$ cat src/rtl/pipe_pkg.sv
`default_nettype none
// ============================================================================
// Module   : pipe_pkg
// Purpose  : Shared types for the pipeline stall/flush sequencer:
//            ID-stage next-PC select encodings and the mult/div
//            sequencer state enum.
// Ports    : none (package)
// Revision : 1.0  initial release
// ============================================================================
package pipe_pkg;

  // Next-PC select driven by the ID stage
  localparam logic [2:0] PC_SEQ    = 3'b000;
  localparam logic [2:0] PC_BRANCH = 3'b001;
  localparam logic [2:0] PC_J      = 3'b010;
  localparam logic [2:0] PC_JR     = 3'b011;

  typedef enum logic [0:0] {
    RUN     = 1'b0,
    MD_BUSY = 1'b1
  } ctrl_state_t;

endpackage
`default_nettype wire

$ cat src/rtl/pipeline_ctrl_if.sv
`default_nettype none
// ============================================================================
// Module   : pipeline_ctrl_if
// Purpose  : Groups the hazard/control inputs and the per-stage enable,
//            flush and mult/div status outputs of pipeline_ctrl.
// Ports    : none (signal bundle)
//            slave  modport - used by pipeline_ctrl
//            master modport - used by the surrounding datapath / bench
// Revision : 1.0  initial release
// ============================================================================
interface pipeline_ctrl_if;

  logic        DataHazard;
  logic [2:0]  PCSrc;
  logic        BranchTaken;
  logic        Exception;
  logic        EX_MulDiv;
  logic        ID_MulDiv;
  logic        ID_ReadHiLo;

  logic        PC_Write;
  logic        IF_ID_Write;
  logic        IF_ID_Flush;
  logic        ID_EX_Flush;
  logic        EX_MEM_Flush;
  logic        MulDivStart;
  logic        MulDivBusy;
  logic        MulDivDone;
  logic [31:0] StallCount;
  logic [31:0] FlushCount;

  modport slave (
    input  DataHazard, PCSrc, BranchTaken, Exception,
           EX_MulDiv, ID_MulDiv, ID_ReadHiLo,
    output PC_Write, IF_ID_Write, IF_ID_Flush, ID_EX_Flush, EX_MEM_Flush,
           MulDivStart, MulDivBusy, MulDivDone, StallCount, FlushCount
  );

  modport master (
    output DataHazard, PCSrc, BranchTaken, Exception,
           EX_MulDiv, ID_MulDiv, ID_ReadHiLo,
    input  PC_Write, IF_ID_Write, IF_ID_Flush, ID_EX_Flush, EX_MEM_Flush,
           MulDivStart, MulDivBusy, MulDivDone, StallCount, FlushCount
  );

endinterface
`default_nettype wire

$ cat src/rtl/pipeline_ctrl_muldiv_timer.sv
`default_nettype none
// ============================================================================
// Module   : muldiv_timer
// Purpose  : Tracks a multi-cycle mult/div operation. Starts when a mult/div
//            sits in EX while idle, stays busy for MULDIV_CYCLES cycles and
//            flags the last busy cycle. An exception aborts the operation.
// Ports    : clk        pipeline clock
//            reset      asynchronous active-low reset
//            exMulDiv   mult/div instruction in EX
//            exception  exception taken this cycle (abort / suppress start)
//            state      current sequencer state
//            start      one-cycle start pulse
//            busy       operation in progress
//            done       last busy cycle
// Revision : 1.0  initial release
// ============================================================================
module muldiv_timer
  import pipe_pkg::*;
#(
  parameter int MULDIV_CYCLES = 32
) (
  input  logic        clk,
  input  logic        reset,
  input  logic        exMulDiv,
  input  logic        exception,
  output ctrl_state_t state,
  output logic        start,
  output logic        busy,
  output logic        done
);

  localparam int             CNT_W    = $clog2(MULDIV_CYCLES);
  localparam logic [CNT_W-1:0] CNT_LOAD = CNT_W'(MULDIV_CYCLES - 1);

  ctrl_state_t      r_state;
  ctrl_state_t      w_stateNext;
  logic [CNT_W-1:0] r_cnt;
  logic [CNT_W-1:0] w_cntNext;
  logic             w_start;
  logic             w_done;

  always_ff @(posedge clk or negedge reset) begin
    if (!reset) begin
      r_state <= RUN;
      r_cnt   <= '0;
    end else begin
      r_state <= w_stateNext;
      r_cnt   <= w_cntNext;
    end
  end

  always_comb begin
    w_stateNext = r_state;
    w_cntNext   = r_cnt;
    w_start     = 1'b0;
    w_done      = 1'b0;
    if (exception) begin
      // Abort any operation in flight; no Done is ever signalled for it.
      w_stateNext = RUN;
      w_cntNext   = '0;
    end else begin
      case (r_state)
        RUN: begin
          if (exMulDiv) begin
            w_start     = 1'b1;
            w_stateNext = MD_BUSY;
            w_cntNext   = CNT_LOAD;
          end
        end
        MD_BUSY: begin
          if (r_cnt == '0) begin
            w_done      = 1'b1;
            w_stateNext = RUN;
          end else begin
            w_cntNext = r_cnt - 1'b1;
          end
        end
        default: begin
          w_stateNext = RUN;
          w_cntNext   = '0;
        end
      endcase
    end
  end

  // Start is combinational from EX; hold it low while reset is asserted.
  assign state = r_state;
  assign start = reset & w_start;
  assign busy  = reset & (r_state == MD_BUSY);
  assign done  = reset & w_done;

endmodule
`default_nettype wire

$ cat src/rtl/pipeline_ctrl.sv
`default_nettype none
// ============================================================================
// Module   : pipeline_ctrl
// Purpose  : Central stall/flush sequencer for the five-stage MIPS pipeline.
//            Merges hazard-unit stalls, ID control transfers, exceptions and
//            mult/div occupancy into PC / IF-ID / ID-EX / EX-MEM enables and
//            flush strobes. Priority: exception > stall > taken > normal.
// Ports    : clk          pipeline clock
//            reset        asynchronous active-low reset
//            bus (slave)  DataHazard, PCSrc, BranchTaken, Exception,
//                         EX_MulDiv, ID_MulDiv, ID_ReadHiLo in;
//                         PC_Write, IF_ID_Write, IF_ID_Flush, ID_EX_Flush,
//                         EX_MEM_Flush, MulDivStart/Busy/Done,
//                         StallCount, FlushCount out
// Config   : STALL_CNT_EN - when defined, saturating stall/flush counters
//            are built; otherwise StallCount/FlushCount read 0.
// Revision : 1.0  initial release
// ============================================================================
module pipeline_ctrl
  import pipe_pkg::*;
#(
  parameter int MULDIV_CYCLES = 32
) (
  input  logic            clk,
  input  logic            reset,
  pipeline_ctrl_if.slave  bus
);

  ctrl_state_t w_state;
  logic        w_mdStart;
  logic        w_mdBusy;
  logic        w_mdDone;
  logic        w_mdStall;
  logic        w_stall;
  logic        w_taken;
  logic        w_pcWrite;
  logic        w_ifIdWrite;
  logic        w_ifIdFlush;
  logic        w_idExFlush;
  logic        w_exMemFlush;

  muldiv_timer #(
    .MULDIV_CYCLES (MULDIV_CYCLES)
  ) u_muldiv_timer (
    .clk       (clk),
    .reset     (reset),
    .exMulDiv  (bus.EX_MulDiv),
    .exception (bus.Exception),
    .state     (w_state),
    .start     (w_mdStart),
    .busy      (w_mdBusy),
    .done      (w_mdDone)
  );

  // A HI/LO consumer or a second mult/div in ID must wait while the unit is
  // busy, and also in the start cycle itself (EX holds the producer).
  assign w_mdStall = (bus.ID_ReadHiLo | bus.ID_MulDiv)
                   & (w_mdBusy | ((w_state == RUN) & bus.EX_MulDiv));
  assign w_stall   = bus.DataHazard | w_mdStall;
  assign w_taken   = (bus.PCSrc == PC_J) | (bus.PCSrc == PC_JR)
                   | ((bus.PCSrc == PC_BRANCH) & bus.BranchTaken);

  always_comb begin
    w_pcWrite    = 1'b1;
    w_ifIdWrite  = 1'b1;
    w_ifIdFlush  = 1'b0;
    w_idExFlush  = 1'b0;
    w_exMemFlush = 1'b0;
    if (!reset) begin
      w_pcWrite   = 1'b0;
      w_ifIdWrite = 1'b0;
    end else if (bus.Exception) begin
      w_ifIdFlush  = 1'b1;
      w_idExFlush  = 1'b1;
      w_exMemFlush = 1'b1;
    end else if (w_stall) begin
      // IF/ID is held, not flushed: a branch in ID re-evaluates next cycle.
      w_pcWrite   = 1'b0;
      w_ifIdWrite = 1'b0;
      w_idExFlush = 1'b1;
    end else if (w_taken) begin
      w_ifIdFlush = 1'b1;
    end
  end

  assign bus.PC_Write     = w_pcWrite;
  assign bus.IF_ID_Write  = w_ifIdWrite;
  assign bus.IF_ID_Flush  = w_ifIdFlush;
  assign bus.ID_EX_Flush  = w_idExFlush;
  assign bus.EX_MEM_Flush = w_exMemFlush;
  assign bus.MulDivStart  = w_mdStart;
  assign bus.MulDivBusy   = w_mdBusy;
  assign bus.MulDivDone   = w_mdDone;

`ifdef STALL_CNT_EN
  logic [31:0] r_stallCount;
  logic [31:0] r_flushCount;
  logic        w_cntStall;
  logic        w_cntFlush;

  assign w_cntStall = w_stall & ~bus.Exception;
  assign w_cntFlush = w_taken & ~w_stall & ~bus.Exception;

  // Saturating counters: they stick at all-ones rather than wrapping.
  always_ff @(posedge clk or negedge reset) begin
    if (!reset) begin
      r_stallCount <= '0;
      r_flushCount <= '0;
    end else begin
      if (w_cntStall && (r_stallCount != 32'hFFFF_FFFF))
        r_stallCount <= r_stallCount + 32'd1;
      if (w_cntFlush && (r_flushCount != 32'hFFFF_FFFF))
        r_flushCount <= r_flushCount + 32'd1;
    end
  end

  assign bus.StallCount = r_stallCount;
  assign bus.FlushCount = r_flushCount;
`else
  assign bus.StallCount = 32'd0;
  assign bus.FlushCount = 32'd0;
`endif

endmodule
`default_nettype wire

$ cat src/flat_wrapper.sv
// flat-port wrapper written by rule: the top's interface ports become plain ports
module pipeline_ctrl_flat import pipe_pkg::*;
#(
  parameter int MULDIV_CYCLES = 32
)
  (clk, reset, bus_DataHazard, bus_PCSrc, bus_BranchTaken, bus_Exception, bus_EX_MulDiv, bus_ID_MulDiv, bus_ID_ReadHiLo, bus_PC_Write, bus_IF_ID_Write, bus_IF_ID_Flush, bus_ID_EX_Flush, bus_EX_MEM_Flush, bus_MulDivStart, bus_MulDivBusy, bus_MulDivDone, bus_StallCount, bus_FlushCount);
  pipeline_ctrl_if bus_i ();
  input  logic clk;
  input  logic reset;
  input wire logic [$bits(bus_i.DataHazard)-1:0] bus_DataHazard;
  input wire logic [$bits(bus_i.PCSrc)-1:0] bus_PCSrc;
  input wire logic [$bits(bus_i.BranchTaken)-1:0] bus_BranchTaken;
  input wire logic [$bits(bus_i.Exception)-1:0] bus_Exception;
  input wire logic [$bits(bus_i.EX_MulDiv)-1:0] bus_EX_MulDiv;
  input wire logic [$bits(bus_i.ID_MulDiv)-1:0] bus_ID_MulDiv;
  input wire logic [$bits(bus_i.ID_ReadHiLo)-1:0] bus_ID_ReadHiLo;
  output wire logic [$bits(bus_i.PC_Write)-1:0] bus_PC_Write;
  output wire logic [$bits(bus_i.IF_ID_Write)-1:0] bus_IF_ID_Write;
  output wire logic [$bits(bus_i.IF_ID_Flush)-1:0] bus_IF_ID_Flush;
  output wire logic [$bits(bus_i.ID_EX_Flush)-1:0] bus_ID_EX_Flush;
  output wire logic [$bits(bus_i.EX_MEM_Flush)-1:0] bus_EX_MEM_Flush;
  output wire logic [$bits(bus_i.MulDivStart)-1:0] bus_MulDivStart;
  output wire logic [$bits(bus_i.MulDivBusy)-1:0] bus_MulDivBusy;
  output wire logic [$bits(bus_i.MulDivDone)-1:0] bus_MulDivDone;
  output wire logic [$bits(bus_i.StallCount)-1:0] bus_StallCount;
  output wire logic [$bits(bus_i.FlushCount)-1:0] bus_FlushCount;
  assign bus_i.DataHazard = bus_DataHazard;
  assign bus_i.PCSrc = bus_PCSrc;
  assign bus_i.BranchTaken = bus_BranchTaken;
  assign bus_i.Exception = bus_Exception;
  assign bus_i.EX_MulDiv = bus_EX_MulDiv;
  assign bus_i.ID_MulDiv = bus_ID_MulDiv;
  assign bus_i.ID_ReadHiLo = bus_ID_ReadHiLo;
  assign bus_PC_Write = bus_i.PC_Write;
  assign bus_IF_ID_Write = bus_i.IF_ID_Write;
  assign bus_IF_ID_Flush = bus_i.IF_ID_Flush;
  assign bus_ID_EX_Flush = bus_i.ID_EX_Flush;
  assign bus_EX_MEM_Flush = bus_i.EX_MEM_Flush;
  assign bus_MulDivStart = bus_i.MulDivStart;
  assign bus_MulDivBusy = bus_i.MulDivBusy;
  assign bus_MulDivDone = bus_i.MulDivDone;
  assign bus_StallCount = bus_i.StallCount;
  assign bus_FlushCount = bus_i.FlushCount;
  pipeline_ctrl #(.MULDIV_CYCLES(MULDIV_CYCLES)) u_core (.clk(clk), .reset(reset), .bus(bus_i));
endmodule
$ cat config.mk
export PLATFORM = sky130hd
export DESIGN_NAME = pipeline_ctrl_flat
export DESIGN_NICKNAME = d
export VERILOG_FILES = /design/src/rtl/pipe_pkg.sv /design/src/rtl/pipeline_ctrl_if.sv /design/src/rtl/pipeline_ctrl_muldiv_timer.sv /design/src/rtl/pipeline_ctrl.sv /design/src/flat_wrapper.sv
export SDC_FILE = /design/constraint.sdc
export NUM_CORES = 1
export LEC_CHECK = 0
export ABC_AREA = 1
export CORE_MARGIN = 4
export CORE_UTILIZATION = 30
export CTS_BUF_LIST = sky130_fd_sc_hd__clkbuf_2 sky130_fd_sc_hd__clkbuf_4 sky130_fd_sc_hd__clkbuf_8
export DETAILED_ROUTE_END_ITERATION = 8
export PLACE_DENSITY_LB_ADDON = 0.3
export SLEW_MARGIN = 20
export SYNTH_ARGS = -nofsm -noshare
export SYNTH_HDL_FRONTEND = slang
export SYNTH_SLANG_ARGS = --single-unit
$ cat constraint.sdc
create_clock -name clk -period 1.65 [get_ports clk]
set_input_delay 0.495 -clock clk [delete_from_list [all_inputs] [get_ports clk]]
set_output_delay 0.495 -clock clk [all_outputs]
set_load 0.01 [all_outputs]
==> flow_metrics.tcl <==
set metrics [dict create \
    fin_ws_ps -132.5 \
    drc 0 \
    cpPeakStageDelay_ps 400 \
    clock_path_buffers 2 \
    synth.area.mux_share_pct 0 \
    use_met2_pct 14.94 \
    clk_latency_ps 250 \
    rrSetupSlack_ps 350 \
    synth_cells 141 \
    drive_above_1_share_pct 31.67 \
    reg2reg_from "u_core.u_muldiv_timer.r_cnt[0]" \
    synth_commonest_cells "65 x buf_4, 26 x nand2_1, 12 x inv_1, 11 x nand3_1, 6 x dfrtp_1" \
    worstSetupEndpointType "output port" \
    cp.required_ps 1150 \
    cp.arrival_ps 1290 \
    async_flop_share_pct 100.0 \
    yosys.cell_types.count 19 \
    violations "setup timing" \
    synth_top_family_by_area "buffers and inverters" \
    synthToLayoutAreaGrowth_pct 20.82 \
    clkSinkCount 6 \
    ys_ff_latch 6 \
    synth-adder-area-share_pct 1.285 \
    die_area_sq_um 4220 \
    vias 772 \
    busiest_layer "met2" \
    critPathMaxFanout 3 \
    path_buf_inv 2 \
    grt_antenna_before_repair 0 \
    synthTopCellsByArea "buf_4 50%, dfrtp_1 15%, nand2_1 10%, nand3_1 5.7%, inv_1 4.6%" \
    worstSetupStartpoint "u_core.u_muldiv_timer.r_cnt[0]" \
    die_x_um 64.96 \
    grt_max_degree 7 \
    syn-cell-area_sq_um 973.4 \
    grt_pass1_vias 623 \
    crit_chain "inv_2, ha_4, nand3_4, nor4_4, buf_2" \
    period_share_pct 108.0 \
    place.gp.congestion 0.8345 \
    clock.fmax_mhz 561.0 \
    numPortBuffers 18 \
    met1_usage_pct 9.833 \
    use_met3_pct 3.293 \
    gr-usage-all-layers_pct 8.638 \
    avgSynthCellArea_sq_um 6.904 \
    synthXorXnorAreaFrac_pct 0 \
    dp_hpwl_um 1652 \
    cap_viol_max_count 0 \
    grt-ovfl-total 0 \
    power.total_w 0.0008025 \
    synth_edf_count 0 \
    yosysTopAreaCell "buf_4" \
    yosysMostFrequentCell "buf_4" \
    routed_wl_um 2056 \
    finalWorstPathRequiredPeriod_ps 1783 \
    fin_hold_ws_ps 216.2 \
    leakagePower_nw 0.7006 \
    drtAntennaViolNets 0 \
    cts_tree "yes" \
    synth_compound_area_share_pct 3.856 \
    synthSimpleGateAreaFrac_pct 22.37 \
    drt_iter0_drc 9 \
    rsz0062_at_grt "true" \
    synth-seq-area-share_pct 15.42 \
    core_sq_um 3078 \
    fin_nets 194 \
    crit_family "flip-flops" \
    synth_top_area_share_pct 50.13 \
    finalClockSkew_ps 2.281 \
    diodes 0 \
    drv_slew 0 \
    synth-warning-count 0 \
    status "finished with violations" \
    min_path_type "input pin to async pin" \
    hold_buffers 0 \
    final-setup-viol-count 6 \
    hold_viol 0 \
    io_pins 83 \
    grt_pass1_wl_um 2815 \
    firstDrtPassIters 4 \
    p_per_area_nw_per_um2 682.3 \
    cts_buffers 3 \
    die_h_um 64.96 \
    cts-root-buf "clkbuf_4" \
    post_drt_wl_per_cell_um 9.179 \
    ir_drop_v 0.0003431 \
    vias_per_cell 3.446 \
    cp-start-kind "register" \
    h-tree-depth 1 \
    initial_core_util_pct 31.63 \
    path_clk_slew_ps 50 \
    rows 20 \
    synth_flop_cell "dfrtp_1" \
    slowest_stage "dfrtp_1" \
    path_class "register to output port" \
]
## logic make-up (layout without fill, tap and decap cells)
logic type,count (synthesis),in the layout
fa+ha+maj,1,1
other cells,1,64
buf+inv,80,56
flops,6,6
simple gates,48,48
compound gates,5,5
## report_power, final
part | internal (W) | total [W] | switching [W]
combinational | 0.000195 | 0.000461 | 0.000266
sequential | 0.000177 | 0.000199 | 0.0000213
clock | 0.0000827 | 0.000143 | 0.0000601
total | 0.000455 | 0.000802 | 0.000347
## metal layers
layer	share of wire, %	routed length, um
met1	36	745
met2	54	1102
met3	9.2	189
met4	0.88	18
met5	0	0
## flip-flops by register name (all words and copies together), names as in the netlist
name,count
u_core.u_muldiv_timer.r_cnt,5
u_core.u_muldiv_timer.state,1
## timing repair
action	in CTS	in global routing
pin swaps	9	6
gates resized for setup	64	8
endpoints found under the setup margin	8	8
buffers inserted	0	2
## area by class of cell
type | instances | area, sq um
Inverter | 14 | 52.55
Tap cell | 44 | 55.05
Sequential cell | 6 | 150.1
Fill cell | 337 | 1902
Clock buffer | 3 | 22.52
Timing Repair Buffer | 39 | 306.5
Multi-Input combinational cell | 118 | 589.3
## path summary, 6_finish.rpt
path / end / cells after the start
min in group clk: u_core.u_muldiv_timer.r_cnt[0] / 2
setup / recovery: bus_MulDivDone / 5
hold reg to reg: u_core.u_muldiv_timer.r_cnt[0] / 2
hold / removal: u_core.u_muldiv_timer.r_cnt[3] / 2
max in group asynchronous: u_core.u_muldiv_timer.r_cnt[2] / 2
setup reg to reg: u_core.u_muldiv_timer.r_cnt[2] / 8
## stage by stage
step                TNS (ps)  setup WS [ps]  cell area [sq um]  std cells  utilization, %
floorplan                  0          5.625               1212        204               -
finish                -395.3         -132.5               1176        224           38.21
CTS                   -431.0         -162.3               1126        222           36.59
global placement       -6342         -860.8               1091        219           35.45
detailed placement     -6359         -857.3               1091        219           35.45
global route          -799.2         -201.1               1176        224           38.21
## placed cells by master (no fill, tap or decap), types with 2 or more instances in the layout
cell / netlist / layout
buf_2: 0 / 6
inv_1: 12 / 9
inv_2: 2 / 5
nand3_1: 11 / 9
buf_4: 65 / 21
dlygate4sd2_1: 0 / 6
nand2_1: 26 / 22
conb_1: 1 / 64
nor2_1: 3 / 3
dfrtp_1: 6 / 6
nand2_2: 3 / 6
buf_6: 1 / 4
a21oi_1: 3 / 2
clkbuf_4: 0 / 3
nand3_2: 1 / 2
Note: power is estimated with default switching activity, not from simulation.
